<file path="src/rtl/fifo_ctrl_pkg.sv">
// Shared types and sizing helper for the FIFO write-arbiter controller.
package fifo_ctrl_pkg;

  typedef enum logic {
    GNT_A = 1'b0,
    GNT_B = 1'b1
  } grant_t;

  function automatic int unsigned fifo_depth(input int unsigned addr_width);
    return 32'd1 << addr_width;
  endfunction

endpackage

</file>
<file path="src/rtl/rr_arbiter2.sv">
// Two-way round-robin arbiter; the requester not granted last wins a tie.
module rr_arbiter2
  import fifo_ctrl_pkg::*;
(
  input  logic       clk,
  input  logic       rst,
  input  logic       en,
  input  logic [1:0] req,
  output logic [1:0] gnt
);

  grant_t last_grant_q, last_grant_d;

  // NOTE: every combinational output gets a default first, so no path leaves it unassigned (no latch).
  always_comb begin
    gnt = 2'b00;
    if (en) begin
      case (req)
        2'b01:   gnt = 2'b01;
        2'b10:   gnt = 2'b10;
        2'b11:   gnt = (last_grant_q == GNT_A) ? 2'b10 : 2'b01;
        default: gnt = 2'b00;
      endcase
    end
  end

  always_comb begin
    last_grant_d = last_grant_q;
    if (gnt[0])      last_grant_d = GNT_A;
    else if (gnt[1]) last_grant_d = GNT_B;
  end

  // NOTE: state registers use non-blocking assignments; the reset branch is asynchronous.
  always_ff @(posedge clk or posedge rst) begin
    if (rst) last_grant_q <= GNT_B;
    else     last_grant_q <= last_grant_d;
  end

endmodule

</file>
<file path="src/rtl/fifo_write_arbiter_ctrl.sv">
// FIFO controller with two arbitrated write producers and one reader,
// driving an external memory with one-cycle read latency.
module fifo_write_arbiter_ctrl
  import fifo_ctrl_pkg::*;
#(
  parameter int DATA_WIDTH = 8,
  parameter int ADDR_WIDTH = 6
) (
  input  logic                  clk,
  input  logic                  rst,
  input  logic                  req_a,
  input  logic [DATA_WIDTH-1:0] data_a,
  output logic                  gnt_a,
  input  logic                  req_b,
  input  logic [DATA_WIDTH-1:0] data_b,
  output logic                  gnt_b,
  input  logic                  rd_req,
  output logic                  rd_valid,
  output logic                  mem_wr_en,
  output logic [ADDR_WIDTH-1:0] mem_waddr,
  output logic [DATA_WIDTH-1:0] mem_data_in,
  output logic                  mem_rd_en,
  output logic [ADDR_WIDTH-1:0] mem_raddr,
  output logic                  full,
  output logic                  empty,
  output logic                  half,
  output logic [ADDR_WIDTH:0]   count
);

  localparam int unsigned         DEPTH  = fifo_depth(ADDR_WIDTH);
  localparam logic [ADDR_WIDTH:0] DEPTH_C = (ADDR_WIDTH+1)'(DEPTH);
  localparam logic [ADDR_WIDTH:0] HALF_C  = (ADDR_WIDTH+1)'(DEPTH / 2);
  localparam logic [ADDR_WIDTH:0] ONE_C   = (ADDR_WIDTH+1)'(1);

  logic [ADDR_WIDTH:0] wptr_q, wptr_d;
  logic [ADDR_WIDTH:0] rptr_q, rptr_d;
  logic [ADDR_WIDTH:0] count_q, count_d;
  logic                full_q, empty_q, half_q, rd_valid_q;
  logic [1:0]          gnt;
  logic                wr_fire, rd_fire;

  // Grants are masked while full and while reset is held.
  rr_arbiter2 u_arb (
    .clk (clk),
    .rst (rst),
    .en  (!full_q && !rst),
    .req ({req_b, req_a}),
    .gnt (gnt)
  );

  assign gnt_a   = gnt[0];
  assign gnt_b   = gnt[1];
  assign wr_fire = gnt[0] | gnt[1];
  assign rd_fire = rd_req & ~empty_q & ~rst;

  assign mem_wr_en   = wr_fire;
  assign mem_data_in = gnt_b ? data_b : data_a;
  assign mem_waddr   = wptr_q[ADDR_WIDTH-1:0];
  assign mem_rd_en   = rd_fire;
  assign mem_raddr   = rptr_q[ADDR_WIDTH-1:0];

  always_comb begin
    wptr_d  = wr_fire ? wptr_q + ONE_C : wptr_q;
    rptr_d  = rd_fire ? rptr_q + ONE_C : rptr_q;
    count_d = count_q;
    case ({wr_fire, rd_fire})
      2'b10:   count_d = count_q + ONE_C;
      2'b01:   count_d = count_q - ONE_C;
      default: count_d = count_q;
    endcase
  end

  // Flags come from next-state count so they line up with the count register.
  always_ff @(posedge clk or posedge rst) begin
    if (rst) begin
      wptr_q     <= '0;
      rptr_q     <= '0;
      count_q    <= '0;
      full_q     <= 1'b0;
      empty_q    <= 1'b1;
      half_q     <= 1'b0;
      rd_valid_q <= 1'b0;
    end else begin
      wptr_q     <= wptr_d;
      rptr_q     <= rptr_d;
      count_q    <= count_d;
      full_q     <= (count_d == DEPTH_C);
      empty_q    <= (count_d == '0);
      half_q     <= (count_d == HALF_C);
      rd_valid_q <= rd_fire;
    end
  end

  assign full     = full_q;
  assign empty    = empty_q;
  assign half     = half_q;
  assign count    = count_q;
  assign rd_valid = rd_valid_q;

endmodule

</file>
<file path="config.mk">
export PLATFORM = sky130hd
export DESIGN_NAME = fifo_write_arbiter_ctrl
export DESIGN_NICKNAME = d
export VERILOG_FILES = /design/src/rtl/fifo_ctrl_pkg.sv /design/src/rtl/rr_arbiter2.sv /design/src/rtl/fifo_write_arbiter_ctrl.sv
export SDC_FILE = /design/constraint.sdc
export NUM_CORES = 1
export LEC_CHECK = 0
export CAP_MARGIN = 0
export CORE_MARGIN = 3
export CORE_UTILIZATION = 35
export DETAILED_ROUTE_END_ITERATION = 8
export PLACE_DENSITY_LB_ADDON = 0.15
export REMOVE_ABC_BUFFERS = 1
export SYNTH_ARGS = -nofsm -noshare
export SYNTH_HDL_FRONTEND = slang
export SYNTH_HIERARCHICAL = 1
export SYNTH_SLANG_ARGS = --single-unit
</file>
<file path="constraint.sdc">
create_clock -name clk -period 4.9 [get_ports clk]
set_input_delay 0.98 -clock clk [delete_from_list [all_inputs] [get_ports clk]]
set_output_delay 0.98 -clock clk [all_outputs]
set_load 0.01 [all_outputs]
</file>
Word-level counts from Yosys, hierarchy flattened
Cells that the tools add are included.
- bits of input ports: 21
- output and inout port bits: 35
- flip-flop bits (word level): 26
- word-level logic and storage cells: 36
- equality and inequality tests: 7
- $add $sub $neg: 4
- reduce and logical (&&, ||, !) cells: 5
- multiplexer cells: 7
- bitwise gates (word level): 5
- operator list (cell ; count):
    adder 7 x 1 -> 7 bit, second input constant ; 3
    one-hot mux 7 bit (2 select lines) ; 1
    two-way mux 8 bit ; 1
    == test 7 x 6 -> 1 bit, second input constant ; 1
    == test 7 bit, second input constant ; 1
    logical NOT 7 bit ; 1
    subtractor 7 x 1 -> 7 bit, second input constant ; 1
    == test 2 bit, second input constant ; 3
    one-hot mux 2 bit (3 select lines) ; 1
    == test 2 x 1 -> 1 bit, second input constant ; 2
    two-way mux 2 bit ; 2
    bitwise AND 1 bit ; 2
    logical NOT 1 bit ; 2
    two-way mux 1 bit ; 2
    inverter 1 bit ; 2
    nonzero test 2 bit ; 1
    logical AND 1 bit ; 1
    bitwise OR 1 bit ; 1

Longest topological paths before layout
- depth in word-level cells: 7
- mapped depth: 12
- depth with buffers taken out: 11

By module
Netlist, hierarchy kept.
- by module, submodules not included (module ; instances ; area each (um^2) ; cells each):
    fifo_write_arbiter_ctrl ; 1 ; 1297.5 ; 115
    rr_arbiter2 ; 1 ; 66.3 ; 9

Worst setup path before layout
OpenSTA, ideal clock, no wires.
- path kind: input port to flip-flop
- from: input rst
- to: register half_q, in the netlist half
- stages on the path: 12
- slack: 0.909 ns
- setup time: 0.080 ns
- arrival: 3.911 ns
- required time: 4.820 ns
- path through: nor2_1 nand2_1 a21oi_1 clkbuf_1 nor2_1 ha_1 fa_1 a211oi_4 or4_1 nand3_2 or4_4 nor3b_2
- cells in the longest elaborated chain, start to end: 7
- elaborated cells between the ends (all ways): 10
- classes of those cells: 3 x eq/ne; 2 x mux; 3 x bitwise; 2 x reduce/logical
- RTL lines (element ; RTL line ; source):
    start: declaration ; fifo_write_arbiter_ctrl.sv:10 ; input logic rst,
    logical NOT 1 bit (no source line) * ; -- ;
    logical AND 1 bit * ; fifo_write_arbiter_ctrl.sv:46 ; .en (!full_q && !rst),
    two-way mux 2 bit * ; rr_arbiter2.sv:17 ; if (en) begin
    via gnt_b ; fifo_write_arbiter_ctrl.sv:16 ; output logic gnt_b,
    bitwise OR 1 bit * ; fifo_write_arbiter_ctrl.sv:53 ; assign wr_fire = gnt[0] | gnt[1];
    == test 2 x 1 -> 1 bit / == test 2 bit (equally long branches) ; fifo_write_arbiter_ctrl.sv:66 ; case ({wr_fire, rd_fire})
    one-hot mux 7 bit (2 select lines) * ; fifo_write_arbiter_ctrl.sv:66 ;
    via count_d[4] ; fifo_write_arbiter_ctrl.sv:37 ; logic [ADDR_WIDTH:0] count_q, count_d;
    == test 7 x 6 -> 1 bit * ; fifo_write_arbiter_ctrl.sv:89 ; half_q <= (count_d == HALF_C);
    end signal: assignment ; fifo_write_arbiter_ctrl.sv:89 ;
    end: declaration ; fifo_write_arbiter_ctrl.sv:38 ; logic full_q, empty_q, half_q, rd_valid_q;
The timed path passes the listed nets; every way through them passes the cells marked *.
A chain may end at the register's enable or synchronous reset.

Final worst setup path
- from: input rst
- to: register full_q, in the netlist full
- cells in the longest elaborated chain, start to end: 7
- elaborated cells between the ends (all ways): 10
- classes of those cells: 3 x eq/ne; 2 x mux; 3 x bitwise; 2 x reduce/logical
- RTL lines (element ; RTL line ; source):
    logical NOT 1 bit (no source line) ; -- ;
    logical AND 1 bit ; fifo_write_arbiter_ctrl.sv:46 ;
    two-way mux 2 bit ; rr_arbiter2.sv:17 ;
    bitwise OR 1 bit ; fifo_write_arbiter_ctrl.sv:53 ;
    == test 2 x 1 -> 1 bit / == test 2 bit (equally long branches) ; fifo_write_arbiter_ctrl.sv:66 ;
    one-hot mux 7 bit (2 select lines) * ; fifo_write_arbiter_ctrl.sv:66 ;
    via count_d[4] ; fifo_write_arbiter_ctrl.sv:37 ;
    == test 7 bit * ; fifo_write_arbiter_ctrl.sv:87 ; full_q <= (count_d == DEPTH_C);
    end signal: assignment ; fifo_write_arbiter_ctrl.sv:87 ;
    end: declaration ; fifo_write_arbiter_ctrl.sv:38 ;
Marks and branches as above.

==> flow_summary.yaml <==
run_status:
  status: "finished clean"
detailed_routing:
  detail_route.vias_per_cell: 4.99
  wl_per_cell_um: 14.0
  drt-total-wl_um: 3240
  dr.pass1.iters: 4
  vias: 1152
  drc: 0
  drt_first_iter_violations: 35
  ant_nets: 0
synth:
  ys_warn_count: 6
  synth.most_common_cell: "dfrtp_1"
  yosys.area.top_type: "dfrtp_1"
  netlist_top_cells_count: "22 x dfrtp_1, 11 x nand2_1, 10 x mux2_2"
  ys_ff_latch: 24
  netlist.area_leader.share_pct: 40.4
  synth_area_sq_um: 1360
  syn_avg_cell_area_sq_um: 11.0
  synth-edff-count: 0
  ys_seq_area_share_pct: 44.2
  synthCells: 124
  netlist_top_cells_area: "dfrtp_1 40%, mux2_2 8.3%, ha_1 7.3%"
  ys.flop_type: "dfrtp_1"
  async_flop_share_pct: 100
  synth_cell_types: 39
timing:
  setup_viol: 0
  worstMarginPinSlew_ns: 0.876
  fin_setup_tns_ns: 0
  fin_hold_ws_ns: 0.475
  rsz0062_at_grt: "false"
  fmax_mhz: 250
  finalHoldViolations: 0
  relSlewSlack_pct: 41.5
  period_share_pct: 81.7
  fin_crit_ns: 4.00
  drv_slew: 0
  finalClockSkew_ns: 0.00553
clock_network:
  cts_max_level: 1
  clk_pin_slew_ns: 0.09
  cts_tree: "done"
  numCtsBuffers: 3
  root_buffer: "clkbuf_8"
  holdBufCountCts: 0
  clkSinkCount: 24
  cts_setup_buffers: 0
  cts_resized: 0
  clock_latency_ns: 0.26
  clock_path_buffers: 2
cells_and_area:
  nNetsFinal: 214
  drive_gt1_share_pct: 13.7
  n_antenna_cell: 0
  fin_cells: 231
  final_util_pct: 55.2
  area_growth_pct: 50.3
  nFillCells: 342
die:
  die_x_um: 68.4
  start_util_pct: 36.7
  io_pins: 56
  die_area_sq_um: 4680
  coreArea_sq_um: 3720
  rows: 22
  die_h_um: 68.4
place:
  port_buffers: 55
  place_hpwl_um: 2630
  dp_cells: 227
  gp_congestion: 0.876
setup_path:
  worstPathRequired_ns: 5.07
  startpoint: "rst"
  worstSetupPathType: "input pin to flop"
  crit_buf_inv: 1
  cpMostUsedCell: "nor2_1"
  worstPathCellList: "clkdlybuf4s50_1 -> nor2_1 -> nand2_1 -> a21oi_1 -> nor2_1 -> ha_1 -> fa_1 -> a211oi_4 -> or4_1 -> nand3_2 -> or4_4 -> nor4_2"
  worst_path_max_delay_cell: "or4_4"
  rr_worst_depth: 11
  slowest_delay_ns: 0.56
  crit-reg2reg-launch: "full"
  r2r_setup_slack_ns: 1.72
  arrival_ns: 4.17
  worstPathMaxFanout: 10
  end_kind: "flop"
  timing.rr.end: "full"
  cp-endpoint: "full"
  critPathTopFamily: "simple AND/OR/NAND/NOR gates"
  start_kind: "input pin"
  cp.depth: 12
power:
  p_per_area_nw_per_um2: 529
  power.leakage_nw: 0.860
  finalPower_mw: 1.08
  worst_ir_drop_vdd_v: 0.000219
global_route:
  overflow: 0
  grt_max_degree: 24
  antenna_found_initial: 0
  grt_pass1_wl_um: 5150
  grt_pass1_vias: 1141
  grt_usage_pct: 14.3
min_path:
  hp-start: "wptr_q[5]"
  whs_path_depth: 1
  min_path_type: "flop to flop"
run:
  cap_violations: 0
-- sequential cells by signal, indices dropped and copies added, names as in the netlist --
signal / count
half: 1
rptr_q: 6
full: 1
empty: 1
count: 7
wptr_q: 6
u_arb/last_grant_q: 1
rd_valid: 1
-- metal layers --
metal / up-vias / track usage (%) / wire length, um
met5: - / 0 / 0
met1: 559 / 19.7 / 1470
met4: 0 / 6.45 / 76
met2: 22 / 22.4 / 1620
li1: 565 / - / -
met3: 6 / 1.48 / 80
-- final cells by class --
type                       instances  area [sq um]  share of cell area [%]
sequential                        24           603                    29.4
multi-input combinational         92           727                    35.5
timing repair buffer              57           566                    27.6
clock buffer                       3          41.3                    2.01
tap                               48          60.1                    2.93
clock inverter                     1          30.0                    1.47
inverter                           6          22.5                    1.10
-- worst register-to-register path, stage by stage, from the launching register on --
cell	delay [ns]
dfrtp_1	0.39
nor2_1	0.17
nand2_1	0.12
a21oi_1	0.18
nor2_1	0.11
ha_1	0.34
fa_1	0.48
a211oi_4	0.33
or4_1	0.18
nand3_2	0.08
or4_4	0.56
nor4_2	0.15
-- cell usage in the layout (no fill, tap or decap), types with 2 or more instances in the layout --
cell,netlist,final
a21oi_1,6,6
and3b_1,2,2
buf_4,1,2
clkbuf_8,0,3
clkdlybuf4s50_1,0,55
dfrtp_1,22,22
dfstp_2,2,2
ha_1,8,8
inv_1,6,6
mux2_2,10,10
nand2_1,11,11
nand3_1,2,2
nand4_1,4,4
nor2_1,7,7
nor3_1,2,2
nor3b_1,2,2
o211ai_1,4,4
o21ai_0,2,2
xnor2_1,9,9
xor2_1,3,3
-- stage by stage --
step	instance area (sq um)	setup slack, ns
2_1_floorplan	1350	0.788
4_1_cts	2050	0.927
5_1_grt	2050	0.659
6_report	2050	0.896
3_3_place_gp	1980	0.791
3_5_place_dp	1980	0.654
-- logic make-up (layout without fill, tap and decap cells) --
family,Yosys count,after routing,share of synthesized area (%)
compound gates,21,21,11.1
xor+xnor,12,12,7.71
fa+ha+maj,9,9,8.81
mux,10,10,8.26
buf+inv,8,67,2.48
simple gates,40,40,17.4
flops,24,24,44.2
-- report_power, final --
part           internal (mW)  total (mW)  switching, mW
registers              0.281       0.370         0.0890
logic                  0.297       0.542          0.245
clock network          0.109       0.172         0.0629
-- worst min-delay path by stage --
stage / to / slack, ns
CTS: rptr_q[5] / 0.48
floorplan: u_arb/last_grant_q / 0.47
detailed placement: wptr_q[5] / 0.46
global route: rptr_q[5] / 0.49
finish: wptr_q[5] / 0.47
global placement: wptr_q[5] / 0.46
(Power assumes the default switching activity.)
==> patch: new RTL, same settings <==
`ADDR_WIDTH`: 6 -> 7.
--- a/src/rtl/fifo_write_arbiter_ctrl.sv
+++ b/src/rtl/fifo_write_arbiter_ctrl.sv
@@ -5,5 +5,5 @@
 #(
   parameter int DATA_WIDTH = 8,
-  parameter int ADDR_WIDTH = 6
+  parameter int ADDR_WIDTH = 7
 ) (
   input  logic                  clk,
Ports: changed (resized count, mem_raddr and mem_waddr); port bits go from 56 to 59. No check against the original RTL was run, so the function may have changed too.
==> patch against the original RTL <==
Total power up 5.9%; area after synthesis increased by 18%; setup slack got worse by 0.16 ns; wire length is 23% higher; sequential cell count increased by 3; design area up 13%; core utilization shrank 2.8 points; combinational power increased by 13%.
==> patch: results (changes against the original RTL) <==
gr usage total 14.2% (-0.14 points); HPWL Detailed 3130 microns (+19%); Clock Skews 0.00325 ns (-0.00227 ns); max reg flops 8 (+1); reg-to-reg startpoint u_arb/last_grant_q; largest net degree at the start of global routing 27 (+13%); post-synthesis cell area 1610 sq um (+18%); First DRT Iteration DRCs 46 (+31%); Max VDD drop 0.000251 V (+14%); relative slew slack 31.9% (-9.6 points); Layout Nets 247 (+15%); GP Congestion 0.828 (-5.4%); synth cell count leaders 25 x dfrtp_1, 14 x nand2_1, 12 x xnor2_1; number of global-route vias before repair 1,299 (+14%); Endpoint, Worst Hold wptr_q[6]; Synth area leaders dfrtp_1 39%, ha_1 7.0%, xnor2_1 6.5%; first-pass GRT wire length 6130 microns (+19%); Worst R2R Setup Slack 1.58 ns (-0.14 ns); hold path start wptr_q[6]; IO Port Bufs 58 (+5.5%); Leak 0.976 nW (+14%); Worst path max stage delay 0.52 ns (-0.04 ns); Layout fillers 409 (+20%); DR vias 1,376 (+19%); Setup WS pre-CTS 0.446 ns (-0.209 ns); clock period minus worst slack 4.17 ns (+0.164 ns); crit path max-delay cell type clkdlybuf4s50_1; Unique masters post-synth 44 (+13%); Area after DPL 2260 sq um (+14%); Post-Route WL 3980 microns (+23%); Critical Path Fanout Max 12 (+2); sequential area share after synthesis 42.1% (-2.1 points); FF-to-FF End half; status complete, no violations; layout cells sized above 1 12.6% (-1.1 points); reg2reg path depth 9 (-2)
## patch: cell types whose count changed in the layout (fill, tap and decap cells not counted), moves of 2 or more
cell and change:
nor4_1 +2, dfrtp_1 +3, o21ai_0 +3, nand2_1 +3, clkdlybuf4s50_1 +3, nand2b_1 +2
inv_1 +3, xnor2_1 +3, and3b_1 -2, nor2_1 +2, a211oi_2 +2
## patch: worst register-to-register path, stage by stage (launching register included)
cell and delay, ns:
dfstp_2 0.56, a21oi_1 0.08, nor2_1 0.26, ha_1 0.50, fa_1 0.50, mux2_4 0.29, a2111oi_2 0.35, and4b_1 0.27
o211ai_2 0.13, nor4b_2 0.30
## patch: logic make-up after synthesis
| kind of cell | Yosys count | share of synthesized area (%) |
|---|---|---|
| AO/OA/AOI/OAI | 26 | 11.8 |
| multiplexers | 10 | 7.22 |
| AND/OR/NAND/NOR | 52 | 18.7 |
| adder cells (fa/ha/maj) | 10 | 8.23 |
| XOR/XNOR | 16 | 8.70 |
| buffers and inverters | 12 | 3.26 |
| flip-flops | 27 | 42.1 |
## patch: metrics by stage
stage	util (%)	hold WS (ns)	instances
3_3_place_gp	51.2	0.462	263
2_1_floorplan	-	0.470	150
4_1_cts	52.3	0.485	267
6_report	52.3	0.476	267
5_1_grt	52.3	0.519	267
3_5_place_dp	51.2	0.466	263
## patch: worst max-delay path by stage
stage	cells past startpoint	end
after global placement	12	half
final	12	half
after detailed placement	12	half
after CTS	12	half
after floorplan	11	half
after global routing	12	half
## patch: power breakdown
part	internal, W	total (W)	switching [W]
Sequential	0.000308	0.000403	0.0000946
Combinational	0.000332	0.000615	0.000283
Clock	0.0000577	0.000131	0.0000734
Total	0.000698	0.00115	0.000451
## patch: area by class of cell
cell class | count | area [sq um] | area share (%)
clock buffers | 3 | 41.3 | 1.79
clock inverters | 1 | 7.51 | 0.325
multi-input cells | 114 | 881 | 38.1
inverters | 9 | 33.8 | 1.46
flip-flops and latches | 27 | 678 | 29.4
repair buffers | 61 | 603 | 26.1
well taps | 52 | 65.1 | 2.82
## patch: layer usage
layer  up-vias  routed length (microns)  GRT usage (%)
li1        673                        -              -
met1       660                     1830           19.5
met2        37                     1940           22.8
met3         6                      164           2.19
met4         0                       49           4.02
met5         -                        0              0
